**config.mk**
```make
export PLATFORM = sky130hd
export DESIGN_NAME = fp_mul_pipe
export DESIGN_NICKNAME = d
export VERILOG_FILES = /design/src/rtl/fp_mul_pkg.sv /design/src/rtl/fp_mul_round.sv /design/src/rtl/fp_mul_pipe.sv
export SDC_FILE = /design/constraint.sdc
export NUM_CORES = 2
export LEC_CHECK = 0
export CORE_ASPECT_RATIO = 1.75
export CORE_UTILIZATION = 45
export CTS_CLUSTER_SIZE = 8
export DETAILED_ROUTE_END_ITERATION = 16
export PLACE_DENSITY = 0.65
export SLEW_MARGIN = 15
export SYNTH_ARGS = -nofsm -noshare
export SYNTH_HDL_FRONTEND = slang
export SYNTH_HIERARCHICAL = 1
export SYNTH_SLANG_ARGS = --single-unit
```
**constraint.sdc**
```tcl
create_clock -name clk -period 7.5 [get_ports clk]
set_clock_uncertainty 0.2 [all_clocks]
set_input_delay 1.5 -clock clk [delete_from_list [all_inputs] [get_ports clk]]
set_output_delay 1.5 -clock clk [all_outputs]
set_load 0.05 [all_outputs]
```
**src/rtl/fp_mul_pkg.sv**
```systemverilog
// Shared constants, operand classes and format helpers for the pipelined FP multiplier.
package fp_mul_pkg;

  localparam logic [2:0] RM_RNE = 3'b000;
  localparam logic [2:0] RM_RTZ = 3'b001;
  localparam logic [2:0] RM_RDN = 3'b010;
  localparam logic [2:0] RM_RUP = 3'b011;
  localparam logic [2:0] RM_RMM = 3'b100;

  typedef enum logic [2:0] {
    CLS_ZERO,
    CLS_NORM,
    CLS_INF,
    CLS_QNAN,
    CLS_SNAN
  } fp_cls_e;

  // Bit positions inside the 5-bit {NV,DZ,OF,UF,NX} flag vector
  localparam int FLG_NV = 4;
  localparam int FLG_DZ = 3;
  localparam int FLG_OF = 2;
  localparam int FLG_UF = 1;
  localparam int FLG_NX = 0;

  function automatic int fp_bias(input int exp_w);
    return (1 << (exp_w - 1)) - 1;
  endfunction

  function automatic logic [63:0] fp_canon_nan(input int exp_w, input int man_w);
    return (((64'd1 << exp_w) - 64'd1) << man_w) | (64'd1 << (man_w - 1));
  endfunction

  function automatic logic [63:0] fp_max_finite(input int exp_w, input int man_w);
    return ((64'd1 << (exp_w + man_w)) - 64'd1) & ~(64'd1 << man_w);
  endfunction

endpackage

```
**src/rtl/fp_mul_round.sv**
```systemverilog
// Combinational normalise/round/pack of a raw mantissa product; zero latency, no flow control.
// Flag outputs exist only when FP_MUL_FLAGS_EN is defined.
module fp_mul_round
  import fp_mul_pkg::*;
#(
  parameter int EXP_W = 8,
  parameter int MAN_W = 23
) (
  input  logic                   sign,
  input  logic [EXP_W+1:0]       exp,
  input  logic [2*MAN_W+1:0]     prod,
  input  logic [2:0]             rm,
  output logic [EXP_W+MAN_W:0]   result
`ifdef FP_MUL_FLAGS_EN
  , output logic [4:0]           flags
`endif
);

  localparam int FP_W = 1 + EXP_W + MAN_W;
  localparam int EW   = EXP_W + 2;
  localparam int PW   = 2 * MAN_W + 2;
  localparam logic [63:0]   MAXF64  = fp_max_finite(EXP_W, MAN_W);
  localparam logic [EW-1:0] EXP_MAX = {2'b00, {EXP_W{1'b1}}};

  logic             hi, g, r, s, inc, to_inf, tiny, ovf;
  logic [MAN_W-1:0] frac_t;
  logic [MAN_W:0]   mant;
  logic [EW-1:0]    e_r;

  always_comb begin
    // Product lies in [1,4): when bit PW-1 is set the window shifts right by one
    hi     = prod[PW-1];
    frac_t = hi ? prod[PW-2:MAN_W+1] : prod[PW-3:MAN_W];
    g      = hi ? prod[MAN_W]        : prod[MAN_W-1];
    r      = hi ? prod[MAN_W-1]      : prod[MAN_W-2];
    s      = hi ? |prod[MAN_W-2:0]   : |prod[MAN_W-3:0];

    case (rm)
      RM_RTZ:  inc = 1'b0;
      RM_RDN:  inc = sign & (g | r | s);
      RM_RUP:  inc = ~sign & (g | r | s);
      RM_RMM:  inc = g;
      default: inc = g & (r | s | frac_t[0]);
    endcase

    case (rm)
      RM_RTZ:  to_inf = 1'b0;
      RM_RDN:  to_inf = sign;
      RM_RUP:  to_inf = ~sign;
      default: to_inf = 1'b1;
    endcase

    mant = {1'b0, frac_t} + {{MAN_W{1'b0}}, inc};
    e_r  = exp + {{(EW-1){1'b0}}, hi} + {{(EW-1){1'b0}}, mant[MAN_W]};
    tiny = e_r[EW-1] | (e_r == '0);
    ovf  = ~e_r[EW-1] & (e_r >= EXP_MAX);

    if (tiny)
      result = {sign, {(FP_W-1){1'b0}}};
    else if (ovf)
      result = to_inf ? {sign, {EXP_W{1'b1}}, {MAN_W{1'b0}}} : {sign, MAXF64[FP_W-2:0]};
    else
      result = {sign, e_r[EXP_W-1:0], mant[MAN_W-1:0]};
  end

`ifdef FP_MUL_FLAGS_EN
  always_comb begin
    flags         = '0;
    flags[FLG_UF] = tiny;
    flags[FLG_OF] = ovf & ~tiny;
    flags[FLG_NX] = tiny | ovf | g | r | s;
  end
`endif

endmodule

```
**src/rtl/fp_mul_pipe.sv**
```systemverilog
// 3-stage IEEE multiplier (unpack, multiply, round); 3 cycles accept->out_valid, 1 op/cycle.
// Whole pipe freezes while out_valid && !out_ready; fflags port only with FP_MUL_FLAGS_EN.
module fp_mul_pipe
  import fp_mul_pkg::*;
#(
  parameter int EXP_W = 8,
  parameter int MAN_W = 23,
  parameter int TAG_W = 5
) (
  input  logic                 clk,
  input  logic                 reset,
  input  logic                 in_valid,
  output logic                 in_ready,
  input  logic [EXP_W+MAN_W:0] op_a,
  input  logic [EXP_W+MAN_W:0] op_b,
  input  logic [2:0]           rm,
  input  logic [TAG_W-1:0]     in_tag,
  output logic                 out_valid,
  input  logic                 out_ready,
  output logic [EXP_W+MAN_W:0] result,
  output logic [TAG_W-1:0]     out_tag
`ifdef FP_MUL_FLAGS_EN
  , output logic [4:0]         fflags
`endif
);

  localparam int FP_W = 1 + EXP_W + MAN_W;
  localparam int EW   = EXP_W + 2;
  localparam int PW   = 2 * MAN_W + 2;
  localparam logic [63:0]   NAN64  = fp_canon_nan(EXP_W, MAN_W);
  localparam logic [EW-1:0] BIAS_E = EW'(fp_bias(EXP_W));

  function automatic fp_cls_e classify(input logic [FP_W-2:0] x);
    if (x[FP_W-2:MAN_W] == '0) return CLS_ZERO;
    if (x[FP_W-2:MAN_W] == '1) begin
      if (x[MAN_W-1:0] == '0) return CLS_INF;
      if (x[MAN_W-1])         return CLS_QNAN;
      return CLS_SNAN;
    end
    return CLS_NORM;
  endfunction

  logic adv;
  assign adv      = ~out_valid | out_ready;
  assign in_ready = adv;

  logic             s1_vld, s1_sign;
  logic [TAG_W-1:0] s1_tag;
  logic [2:0]       s1_rm;
  fp_cls_e          s1_cls_a, s1_cls_b;
  logic [EXP_W-1:0] s1_exp_a, s1_exp_b;
  logic [MAN_W:0]   s1_man_a, s1_man_b;

  logic             s2_vld, s2_sign, s2_spec;
  logic [TAG_W-1:0] s2_tag;
  logic [2:0]       s2_rm;
  logic [EW-1:0]    s2_exp;
  logic [PW-1:0]    s2_prod;
  logic [FP_W-1:0]  s2_spec_res;

  logic nan_any, inf_any, zero_any, inf_zero, spec;
  logic [FP_W-1:0] spec_res, rnd_res;

  assign nan_any  = (s1_cls_a == CLS_QNAN) | (s1_cls_a == CLS_SNAN) |
                    (s1_cls_b == CLS_QNAN) | (s1_cls_b == CLS_SNAN);
  assign inf_any  = (s1_cls_a == CLS_INF) | (s1_cls_b == CLS_INF);
  assign zero_any = (s1_cls_a == CLS_ZERO) | (s1_cls_b == CLS_ZERO);
  assign inf_zero = inf_any & zero_any;

  // Special operands bypass the rounder entirely
  always_comb begin
    spec     = 1'b1;
    spec_res = '0;
    if (nan_any | inf_zero) spec_res = NAN64[FP_W-1:0];
    else if (inf_any)       spec_res = {s1_sign, {EXP_W{1'b1}}, {MAN_W{1'b0}}};
    else if (zero_any)      spec_res = {s1_sign, {(FP_W-1){1'b0}}};
    else                    spec     = 1'b0;
  end

`ifdef FP_MUL_FLAGS_EN
  logic       nv, s2_nv;
  logic [4:0] rnd_flags;
  assign nv = (s1_cls_a == CLS_SNAN) | (s1_cls_b == CLS_SNAN) | (~nan_any & inf_zero);
`endif

  fp_mul_round #(.EXP_W(EXP_W), .MAN_W(MAN_W)) u_round (
    .sign   (s2_sign),
    .exp    (s2_exp),
    .prod   (s2_prod),
    .rm     (s2_rm),
    .result (rnd_res)
`ifdef FP_MUL_FLAGS_EN
    , .flags(rnd_flags)
`endif
  );

  always_ff @(posedge clk) begin
    if (reset) begin
      s1_vld    <= 1'b0;
      s2_vld    <= 1'b0;
      out_valid <= 1'b0;
      result    <= '0;
      out_tag   <= '0;
`ifdef FP_MUL_FLAGS_EN
      fflags    <= '0;
`endif
    end else if (adv) begin
      s1_vld    <= in_valid;
      s2_vld    <= s1_vld;
      out_valid <= s2_vld;
      if (s2_vld) begin
        result  <= s2_spec ? s2_spec_res : rnd_res;
        out_tag <= s2_tag;
`ifdef FP_MUL_FLAGS_EN
        fflags  <= s2_spec ? {s2_nv, 4'b0000} : rnd_flags;
`endif
      end
    end
  end

  always_ff @(posedge clk) begin
    if (adv) begin
      s1_tag      <= in_tag;
      s1_rm       <= rm;
      s1_sign     <= op_a[FP_W-1] ^ op_b[FP_W-1];
      s1_cls_a    <= classify(op_a[FP_W-2:0]);
      s1_cls_b    <= classify(op_b[FP_W-2:0]);
      s1_exp_a    <= op_a[FP_W-2:MAN_W];
      s1_exp_b    <= op_b[FP_W-2:MAN_W];
      s1_man_a    <= {1'b1, op_a[MAN_W-1:0]};
      s1_man_b    <= {1'b1, op_b[MAN_W-1:0]};
      s2_tag      <= s1_tag;
      s2_rm       <= s1_rm;
      s2_sign     <= s1_sign;
      s2_exp      <= {2'b00, s1_exp_a} + {2'b00, s1_exp_b} - BIAS_E;
      s2_prod     <= {{(MAN_W+1){1'b0}}, s1_man_a} * {{(MAN_W+1){1'b0}}, s1_man_b};
      s2_spec     <= spec;
      s2_spec_res <= spec_res;
`ifdef FP_MUL_FLAGS_EN
      s2_nv       <= nv;
`endif
    end
  end

endmodule

```
; ---- Yosys cells after proc, flatten, opt, wreduce, memory -nomap -nowiden
; Index checks and enable logic that the tools add are counted.
[word_totals]
register_bits = 217
inputBits = 76
output_inout_bits = 39
wordCells = 130
[op_classes]
add_sub_neg = 5
multipliers = 1
order_cmp = 1
n_eq_ne = 12
n_mux = 57
bitwise = 21
reduce_logical = 11
[op_table]
columns = op, count
row1 = $mux W32, 3
row2 = $mux W31, 2
row3 = $mul A24 B24 Y48, 1
row4 = $mux W3, 16
row5 = $logic_not A23 Y1, 2
row6 = $mux W1, 32
row7 = $add A23 B1 Y24, 1
row8 = $mux W24, 1
row9 = $mux W23, 1
row10 = $reduce_or A22 Y1, 1
row11 = $reduce_or A21 Y1, 1
row12 = $add A10 B1 Y10, 2
row13 = $eq A3 B2 Y1 const B, 6
row14 = $eq A8 B8 Y1 const B, 2
row15 = $logic_not A8 Y1, 2
row16 = $or A1 B1 Y1, 12
row17 = $ge A10 B8 Y1 const B, 1
row18 = $logic_not A10 Y1, 1
row19 = $sub A9 B7 Y10 const B, 1
row20 = $add A8 B8 Y9, 1
row21 = $eq A3 B3 Y1 const B, 3
row22 = $logic_not A3 Y1, 2
row23 = $and A1 B1 Y1, 5
row24 = $pmux W1 S4, 1
row25 = other kinds (6), 8

; ---- Depth between registers and ports, before layout
[depth]
ltp_word = 14
mapped_depth = 26
ltp_nobuf = 24

; ---- Hierarchy
; The synthesis kept the hierarchy.
[modules_own_cells]
columns = mod, n_inst, cells_per_inst, area_each_um2, seq_area_each_um2
row1 = fp_mul_pipe, 1, 2588, 25577.0, 5245.0
row2 = fp_mul_round, 1, 251, 1880.6, 0.0

; ---- Worst setup path after synthesis
; Ideal clock, no wire load.
[synth_path]
path_type = in2reg
startpoint = in out_ready
endpoint = reg result[28]
setup_ns = 0.132
arrival_ns = 7.728
required_ns = 7.168
slack_ns = -0.560
path_stages = 6
n_path_buf = 2
path_cell_list = nand2b_1 clkbuf_1 nand2_1 clkbuf_1 nor3_1 nor3_1
[synth_between]
elab_chain_len = 2
[synth_lines]
columns = element, line_no
row1 = "start, declared", fp_mul_pipe.sv:19  ; input logic out_ready,
row2 = $or A1 B1 Y1, fp_mul_pipe.sv:44  ; assign adv = ~out_valid | out_ready;
row3 = net in_ready, fp_mul_pipe.sv:13  ; output logic in_ready,
row4 = $reduce_and A2 Y1 (no line), n/a
row5 = "end signal, assigned", fp_mul_pipe.sv:112  ; result <= s2_spec ? s2_spec_res : rnd_res;
row6 = "end, declared", fp_mul_pipe.sv:20  ; output logic [EXP_W+MAN_W:0] result,
; The timed path passes the listed nets, and every way through them passes these cells.
; A chain may end at the register's enable or synchronous reset.

; ---- Worst setup path after layout
[layout_path]
startpoint = reg s1_man_a[12]
endpoint = reg s2_prod[41], data pin
[layout_between]
elab_chain_len = 1
[layout_lines]
columns = element, line_no
row1 = "start, declared", fp_mul_pipe.sv:52  ; logic [MAN_W:0] s1_man_a, s1_man_b;
row2 = "start signal, assigned", fp_mul_pipe.sv:130  ; s1_man_a <= {1'b1, op_a[MAN_W-1:0]};
row3 = $mul A24 B24 Y48, fp_mul_pipe.sv:136  ; s2_prod <= {{(MAN_W+1){1'b0}}, s1_man_a} * {{(MAN_W+1){1'b0}}, s1_man_b};
row4 = "end signal, assigned", fp_mul_pipe.sv:136
row5 = "end, declared", fp_mul_pipe.sv:58  ; logic [PW-1:0] s2_prod;
; Every way passes these cells.

==> impl_metrics.tcl <==
set metrics [dict create \
    grtUsageTotal_pct 27.0 \
    outcome "finished clean" \
    cp.depth 24 \
    max_slew.worst_pin.slew_ns 1.12 \
    crit_path_start_kind "flop" \
    synth_seq_cells 188 \
    yosys.cell_types.count 87 \
    ys_seq_area_share_pct 19.1 \
    drt_pass1_iterations 5 \
    detail_route.wirelength_um 79800 \
    cp_data_arrival_time_ns 7.31 \
    drc_errors 0 \
    clock_path_buffers 2 \
    place_ws_ns -0.0819 \
    fmax_mhz 137 \
    holdCritPathClass "reg2reg" \
    rsz0062_at_grt "no" \
    clk_pin_slew_ns 0.07 \
    setup_ws_ns 0.196 \
    grt_antenna_before_repair 0 \
    hold_viol_final 0 \
    synth_edf_count 148 \
    r2r_cells 24 \
    drt-initial-drc-count 1217 \
    drv_slew 0 \
    critical_path.max_fanout 13 \
    fin_nets 3758 \
    endpoint_kind "flop" \
    synthCells 2839 \
    cts.sinks 188 \
    grt_pass1_vias 22500 \
    worst_path_dominant_cell_family "adder cells" \
    synth_area_um2 27500 \
    period_share_pct 97.4 \
    grt_max_degree 68 \
    ant_nets 0 \
    regToRegSetupSlack_ns 0.20 \
    insertion_delay_ns 0.48 \
    io_pins 115 \
    die_h_um 329 \
    wl_per_cell_um 21.0 \
    hold_start "s1_tag[0]$_DFFE_PN_" \
    cts_tree "done" \
    root_buffer "clkbuf_16" \
    slew_headroom_pct 24.5 \
    synthToLayoutAreaGrowth_pct 13.3 \
    crit_path_start "s1_man_a[12]$_DFFE_PN_" \
    ys_warn_count 6 \
    vias 20400 \
    synth_fp_nets 3590 \
    rr_endpoint "s2_prod[41]$_DFFE_PN_" \
    dieArea_um2 62000 \
    start_util_pct 45.5 \
    synth_ff_type "edfxtp_1" \
    dp.final_hpwl_um 66700 \
    critPathKind "reg2reg" \
    viasPerCell 5.35 \
    row_count 119 \
    cts_buffers 17 \
    synthArstFlopShare_pct 0 \
    final.min_clock_period_ns 7.30 \
    required_ns 7.51 \
    path_cells "buf_12 > buf_4 > and2_1 > fa_1 > inv_1 > fa_1 > inv_1 > fa_1 > fa_1 > fa_1 > fa_1 > inv_1 > fa_1 > inv_1 > ha_1 > a21oi_1 > o21ai_0 > nor2_1 > o2111ai_1 > a41oi_1 > buf_4 > o21ai_2 > a21oi_1 > xnor2_1" \
    crit_path_end "s2_prod[41]$_DFFE_PN_" \
    drive_gt1_share_pct 8.77 \
    cpMostUsedCell "fa_1" \
    core_area_um2 60300 \
    ctsHoldBuffers 0 \
    insertedDiodeCount 0 \
    overflow 0 \
    setup_viol 0 \
    grt_pass1_wl_um 125000 \
    cp_num_buf_inv 7 \
    gp_congestion 0.974 \
    cpPeakStageDelay_ns 0.61 \
    syn_avg_cell_area_um2 9.67 \
    critPathSlowestCell "fa_1" \
    fill_cells 5477 \
    io_buffers 114 \
    drv_cap 0 \
    die_x_um 189 \
    h-tree-depth 4 \
    worstReg2RegStart "s1_man_a[12]$_DFFE_PN_" \
]
stage by stage:
step | hold WS (ns) | instance area (um2) | std cells | utilization, % | TNS [ns]
floorplan | 0.200 | 27500 | 2839 | - | 0
global placement | 0.207 | 30200 | 3751 | 50.2 | -0.00667
detailed placement | 0.209 | 30200 | 3751 | 50.2 | -0.0893
CTS | 0.226 | 30800 | 3783 | 51.1 | 0
global route | 0.250 | 31100 | 3806 | 51.6 | 0
finish | 0.223 | 31100 | 3806 | 51.6 | 0
placed cells by master, fill, tap and decap left out, types with 22 or more instances in the layout:
| cell | n |
|---|---|
| clkdlybuf4s50_1 | 114 |
| nand2_1 | 346 |
| buf_4 | 155 |
| dfxtp_1 | 40 |
| nand4_1 | 27 |
| edfxtp_1 | 148 |
| fa_1 | 484 |
| and2_1 | 250 |
| nor3_1 | 27 |
| inv_1 | 591 |
| o21ai_0 | 25 |
| xnor2_1 | 66 |
| nand3_1 | 30 |
| ha_1 | 189 |
| a21oi_1 | 94 |
| nor2_1 | 97 |
| xor2_1 | 25 |
| nand3b_1 | 23 |
| nor4_1 | 22 |
synthesized netlist by cell type, types with 28 or more instances:
master,n,area (um2)
a21oi_1,98,490
and2_1,250,1560
clkbuf_1,105,394
dfxtp_1,40,801
edfxtp_1,148,4440
fa_1,484,9690
ha_1,191,2390
inv_1,593,2230
nand2_1,346,1300
nand3_1,30,150
nor2_1,97,364
o21ai_0,28,140
xnor2_1,66,578
cell type report:
class                      count  area [um2]  area share (%)
timing repair buffer         289        2700            8.67
sequential                   188        5250            16.9
inverter                     596        2240            7.21
multi-input combinational   1915       19400            62.3
clock inverter                15         140           0.450
clock buffer                  17         425            1.37
tap                          786         983            3.16
sequential cells by signal, indices dropped and copies added (netlist names):
| signal | cells |
|---|---|
| s2_prod | 48 |
| result | 32 |
| s1_man_a | 23 |
| s1_man_b | 23 |
| s2_exp | 10 |
| s1_exp_a | 8 |
| s1_exp_b | 8 |
| out_tag | 5 |
| s1_tag | 5 |
| s2_tag | 5 |
| s1_cls_a | 3 |
| s1_cls_b | 3 |
| s1_rm | 3 |
| s2_rm | 3 |
| s2_spec_res | 3 |
| out_valid | 1 |
| s1_sign | 1 |
| s1_vld | 1 |
| s2_sign | 1 |
| s2_spec | 1 |
| s2_vld | 1 |
routing by layer:
layer	GRT usage [%]	routed length (um)	vias up
met5	0	0	-
met4	19.1	6520	0
met1	26.9	26800	10300
met3	3.67	3370	262
li1	-	-	9094
met2	50.8	43100	688
kinds of logic (layout without fill, tap and decap cells):
family / count (synthesis) / after routing / synth area share (%)
fa+ha+maj: 676 / 676 / 44.0
xor+xnor: 92 / 92 / 2.96
simple gates: 876 / 876 / 16.0
flops: 188 / 188 / 19.1
compound gates: 248 / 248 / 6.63
mux: 23 / 23 / 0.866
buf+inv: 736 / 917 / 10.5
how the worst min path moves through the flow:
| stage | to | slack [ns] | cells past startpoint |
|---|---|---|---|
| after floorplan | s2_rm[0]$_DFFE_PN_ | 0.20 | 0 |
| after global placement | s2_tag[2]$_DFFE_PN_ | 0.21 | 0 |
| after detailed placement | s2_tag[2]$_DFFE_PN_ | 0.21 | 0 |
| after CTS | s2_tag[2]$_DFFE_PN_ | 0.23 | 0 |
| after global routing | s2_rm[1]$_DFFE_PN_ | 0.25 | 0 |
| final | s2_tag[0]$_DFFE_PN_ | 0.22 | 0 |
timing repair:
action                     CTS  global route
pin swaps                    0             1
resized for setup            1            13
setup buffers                0            22
hold endpoints to repair     0             0
setup endpoints to repair    3            12
Power is left out: the tool's default activity adds up to more than one toggle a clock period on the data nets, which glitch-free logic cannot reach.
==> edit 1 (config.mk and constraints unchanged) <==
`MAN_W` is set to 23 in 2 places; all go to 21.
--- a/src/rtl/fp_mul_round.sv
+++ b/src/rtl/fp_mul_round.sv
@@ -4,7 +4,7 @@
   import fp_mul_pkg::*;
 #(
   parameter int EXP_W = 8,
-  parameter int MAN_W = 23
+  parameter int MAN_W = 21
 ) (
   input  logic                   sign,
   input  logic [EXP_W+1:0]       exp,
--- a/src/rtl/fp_mul_pipe.sv
+++ b/src/rtl/fp_mul_pipe.sv
@@ -4,7 +4,7 @@
   import fp_mul_pkg::*;
 #(
   parameter int EXP_W = 8,
-  parameter int MAN_W = 23,
+  parameter int MAN_W = 21,
   parameter int TAG_W = 5
 ) (
   input  logic                 clk,
Interface: changed (resized op_a, op_b and result); port bits go from 115 to 109. No check against the original RTL was run, so the function may have changed too.
==> edit 1 against the original RTL <==
  * Area after synthesis decreased by 14%
  * Sequential cell count is 10 lower
  * Via count fell by 17%
  * Final area shrank 15%
  * First-iteration DRC count decreased by 27%
  * Wire length decreased by 19%
  * Die area down 14%
  * Setup slack gained 7.4 ps
  * Non-clock buffer count decreased by 95
Power is left out: the tool's default activity adds up to more than one toggle a clock period on the data nets, which glitch-free logic cannot reach.
==> edit 1: results <==
metrics = {
    "routing": {
        "route.met2.wl_mm": 34.2,
        "top_layer": "met5",
        "detail_route.wirelength_mm": 64.7,
        "viasPerCell": 5.36,
        "detailroute.wirelength.met3_mm": 2.40,
        "drt_iter0_markers": 888,
        "route.layer.met1.wl_mm": 22.5,
    },
    "logic_synthesis": {
        "synth-edff-count": 140,
        "synthesis.nets": 3050,
        "synthTopCellsByArea": "sky130_fd_sc_hd__fa_1 34%, sky130_fd_sc_hd__edfxtp_1 18%, sky130_fd_sc_hd__ha_1 9.4%",
        "synth.cells.most_frequent": "421 x sky130_fd_sc_hd__inv_1, 399 x sky130_fd_sc_hd__fa_1, 304 x sky130_fd_sc_hd__nand2_1",
        "syn-mean-instance-area_um2": 9.79,
    },
    "final_layout": {
        "top_regs": "s2_prod: 44 flops, result: 30 flops",
        "final_layout_size_suffix_gt1_share_pct": 5.68,
        "largest_reg_flops": 44,
    },
    "place": {
        "port_buffer_count": 108,
        "dp_hpwl_mm": 53.3,
        "gp_routability_congestion": 0.960,
        "dpl-instance-area_um2": 25600,
        "placement.setup.worst_slack_ps": 135,
    },
    "grt": {
        "maximum_number_of_pins_on_one_net_before_global_route_repair": 79,
        "first_global_vias": 18669,
        "grt_pass1_wl_mm": 101,
        "grt_antenna_before_repair": 1,
        "grt_use_total_pct": 25.3,
    },
    "sta": {
        "slew-limit-headroom_pct": 30.7,
    },
    "clock_tree": {
        "worst_setup_hold_path_clk_slew_ps": 90,
    },
    "worst_setup_path": {
        "critPathMaxStageDelay_ps": 560,
        "cp_slowest_cell": "sky130_fd_sc_hd__edfxtp_1",
    },
    "status": {
        "run_status": "finished, final reports clean",
    },
}
[edit 1: changes by cell type after synthesis, sizes merged, moves of 9 or more]
cell / unedited run / this run
ha: 191 / 176
a21oi: 99 / 112
and2: 251 / 205
xnor2: 66 / 57
inv: 593 / 422
fa: 484 / 399
nand2: 347 / 304
nor2: 100 / 82
o31ai: 21 / 4
[edit 1: cell families after synthesis]
| family | count (synthesis) | share of synthesized area, % |
|---|---|---|
| multiplexers | 26 | 1.11 |
| buffers and inverters | 553 | 9.09 |
| adder cells (fa/ha/maj) | 575 | 43.3 |
| flip-flops | 178 | 21.1 |
| XOR/XNOR | 88 | 3.27 |
| AND/OR/NAND/NOR | 758 | 16.0 |
| AO/OA/AOI/OAI | 225 | 6.17 |
[edit 1: metal layers]
layer	vias to the layer above	GRT usage [%]
met4	2	20.1
met1	8573	25.9
li1	7687	-
met3	212	3.06
met2	502	45.9
met5	-	0
[edit 1: cell type report]
class	instances	area (um2)
clock buffers	20	479
clock inverters	12	155
fillers	4762	25300
inverters	422	1580
multi-input cells	1672	16500
flip-flops and latches	178	4960
well taps	672	841
repair buffers	194	1840
[edit 1: worst paths after layout]
| check | slack [ps] | cells after the start | start | to |
|---|---|---|---|---|
| max | 200 | 23 | s1_man_a[9] | s2_prod[30] |
| min | 230 | 0 | s1_tag[3] | s2_tag[3] |
| max reg2reg | 200 | 23 | s1_man_a[9] | s2_prod[30] |
| min reg2reg | 230 | 0 | s1_tag[3] | s2_tag[3] |
[edit 1: worst register-to-register path, cell delays in order (launching register included)]
cell and delay [ps]:
sky130_fd_sc_hd__edfxtp_1 560, sky130_fd_sc_hd__buf_4 290, sky130_fd_sc_hd__and2_1 200, sky130_fd_sc_hd__fa_1 420, sky130_fd_sc_hd__fa_1 550, sky130_fd_sc_hd__inv_1 50
sky130_fd_sc_hd__fa_1 490, sky130_fd_sc_hd__inv_1 60, sky130_fd_sc_hd__fa_1 490, sky130_fd_sc_hd__fa_1 500, sky130_fd_sc_hd__fa_1 500, sky130_fd_sc_hd__inv_1 50
sky130_fd_sc_hd__fa_1 480, sky130_fd_sc_hd__inv_1 40, sky130_fd_sc_hd__ha_1 360, sky130_fd_sc_hd__a21o_1 220, sky130_fd_sc_hd__a31o_2 250, sky130_fd_sc_hd__a221oi_1 260
sky130_fd_sc_hd__o21ai_0 110, sky130_fd_sc_hd__o21bai_1 280, sky130_fd_sc_hd__buf_4 200, sky130_fd_sc_hd__a21oi_1 230, sky130_fd_sc_hd__o21bai_1 120, sky130_fd_sc_hd__xnor2_1 130
[edit 1: repair_timing]
item	in CTS	in global routing
buffers inserted	0	5
hold buffers	0	0
gates resized for setup	0	1
setup endpoints to repair	0	9
==> edit 2 (same settings) <==
Made on the original files. Reset style: asynchronous (`reset`), changed in one clocked block.
--- a/src/rtl/fp_mul_pipe.sv
+++ b/src/rtl/fp_mul_pipe.sv
@@ -94,7 +94,7 @@
 `endif
   );
 
-  always_ff @(posedge clk) begin
+  always_ff @(posedge clk or posedge reset) begin
     if (reset) begin
       s1_vld    <= 1'b0;
       s2_vld    <= 1'b0;
Function: changed (a bounded check fails within 4 cycles, from zero or initial values and one cycle with reset high; the reset may be asserted at any time).
==> edit 2 against the original RTL <==
  * Wire length is 3.9% lower
  * Final area shrank 0.96%
  * Critical path depth fell by 2
  * Global-route usage fell by 0.81 points
  * Area after synthesis is 0.93% lower
  * Final cell count shrank 1.1%
  * Setup slack worse by 73 ps
  * First-iteration DRC count rose by 2.6%
  * Sequential cell count is the same
Power is not shown: default switching activity piles up to over one toggle a cycle in this logic, so the estimate is an artifact.
==> edit 2: results <==
metrics = {
    "worst_hold_path": {
        "timing.hold.worst_path_depth": 0,
        "hold_path_startpoint": "s1_tag[0]",
        "worst_hold_path.endpoint": "s2_tag[0]",
        "hold_path_class": "flop to flop",
    },
    "grt": {
        "grt_pass1_wl_mm": 122,
        "first_global_vias": 22141,
        "maximum_number_of_pins_on_one_net_before_global_route_repair": 70,
        "grt_use_total_pct": 26.2,
        "grt_antenna_before_repair": 1,
    },
    "logic_synthesis": {
        "synthesis.nets": 3540,
        "synth.lib_cells_used.distinct": 81,
        "syn-mean-instance-area_um2": 9.75,
        "synth.cells.most_frequent": "587 x sky130_fd_sc_hd__inv_1, 484 x sky130_fd_sc_hd__fa_1, 363 x sky130_fd_sc_hd__nand2_1",
        "synth-edff-count": 148,
        "ys_async_sr_fraction_pct": 21.3,
        "synth_top_flop_cell": "sky130_fd_sc_hd__edfxtp_1",
        "yosys.area.top_type": "sky130_fd_sc_hd__fa_1",
        "yosys_warnings": 6,
        "synthTopCellsByArea": "sky130_fd_sc_hd__fa_1 36%, sky130_fd_sc_hd__edfxtp_1 16%, sky130_fd_sc_hd__ha_1 8.8%",
        "synth-seq-area-share_pct": 20.0,
    },
    "sta": {
        "slew-limit-headroom_pct": 32.6,
    },
    "worst_setup_path": {
        "cp_slowest_cell": "sky130_fd_sc_hd__edfxtp_1",
        "worst_ep_arrival_time_ps": 7460,
        "r2r_start": "s1_man_a[17]",
        "path_max_fanout": 8,
        "worstReg2RegEnd": "s2_prod[43]",
        "worst_r2r_path_depth": 22,
        "setup.reg_to_reg.worst_slack_ps": 120,
        "critPathMaxStageDelay_ps": 630,
        "worst_path_dominant_cell_family": "adder cells",
    },
    "clock_tree": {
        "htreeDepth": 4,
        "inserted_clock_buffers": 17,
        "cts.path.max_buffers": 2,
        "post_cts_resized": 0,
        "cts_root_buf": "sky130_fd_sc_hd__clkbuf_16",
        "worst_setup_hold_path_clk_slew_ps": 90,
        "cts.repair_timing.setup_buffer_count": 0,
        "clk_latency_ps": 470,
    },
    "place": {
        "gp_routability_congestion": 0.951,
        "dp_hpwl_mm": 64.6,
        "port_buffer_count": 114,
    },
    "final_layout": {
        "layout.filler_cells": 5341,
        "final_layout_size_suffix_gt1_share_pct": 8.68,
        "design.final.nets": 3721,
        "top_regs": "s2_prod: 48 flops, result: 32 flops",
    },
    "routing": {
        "drc_violations": 0,
        "routed_wire_length_per_instance_um": 20.4,
        "viasPerCell": 5.26,
        "drt_iter0_markers": 1249,
        "drtPass1Iterations": 5,
        "detail_route.wirelength_mm": 76.7,
        "detail-route-antenna-nets": 0,
    },
    "status": {
        "run_status": "finished, final reports clean",
    },
}
-- edit 2: how the worst max path moves through the flow --
stage | startpoint | to
after global placement | s1_man_a[22] | s2_prod[43]
after floorplan | out_ready | result[0]
after CTS | s1_man_a[19] | s2_prod[43]
final | s1_man_a[17] | s2_prod[43]
after detailed placement | s1_man_a[19] | s2_prod[43]
after global routing | s1_man_a[17] | s2_prod[33]
-- edit 2: through the flow --
step	area [um2]	worst slack (ps)	util, %	hold WS, ps
after global routing	30800	15.3	51.8	230
final	30800	123	51.8	226
after global placement	30100	198	50.7	204
after floorplan	27200	295	-	200
after detailed placement	30100	155	50.7	207
after CTS	30700	136	51.7	229
-- edit 2: cell type report --
| type | count | area, um2 | area share, % |
|---|---|---|---|
| Clock inverter | 14 | 155 | 0.503 |
| Multi-Input combinational cell | 1883 | 19000 | 61.6 |
| Sequential cell | 188 | 5450 | 17.7 |
| Timing Repair Buffer | 290 | 2600 | 8.44 |
| Inverter | 590 | 2210 | 7.19 |
| Clock buffer | 18 | 429 | 1.39 |
| Antenna cell | 1 | 2.50 | 0.00812 |
| Tap cell | 780 | 976 | 3.17 |
-- edit 2: logic make-up after synthesis --
family / share of synthesized area (%)
DFF: 20.0
AOI/OAI and AO/OA: 5.81
muxes: 1.24
and+or+nand+nor: 15.3
adders and majority gates: 44.4
xor gates and xnor gates: 3.06
buffers and inverters: 10.2
-- edit 2: metal layers --
layer  GRT usage (%)  part of all wire [%]
met5               0                 0.017
met4            15.2                   6.8
met3            3.72                   4.4
met2            49.5                    54
met1            27.3                    35
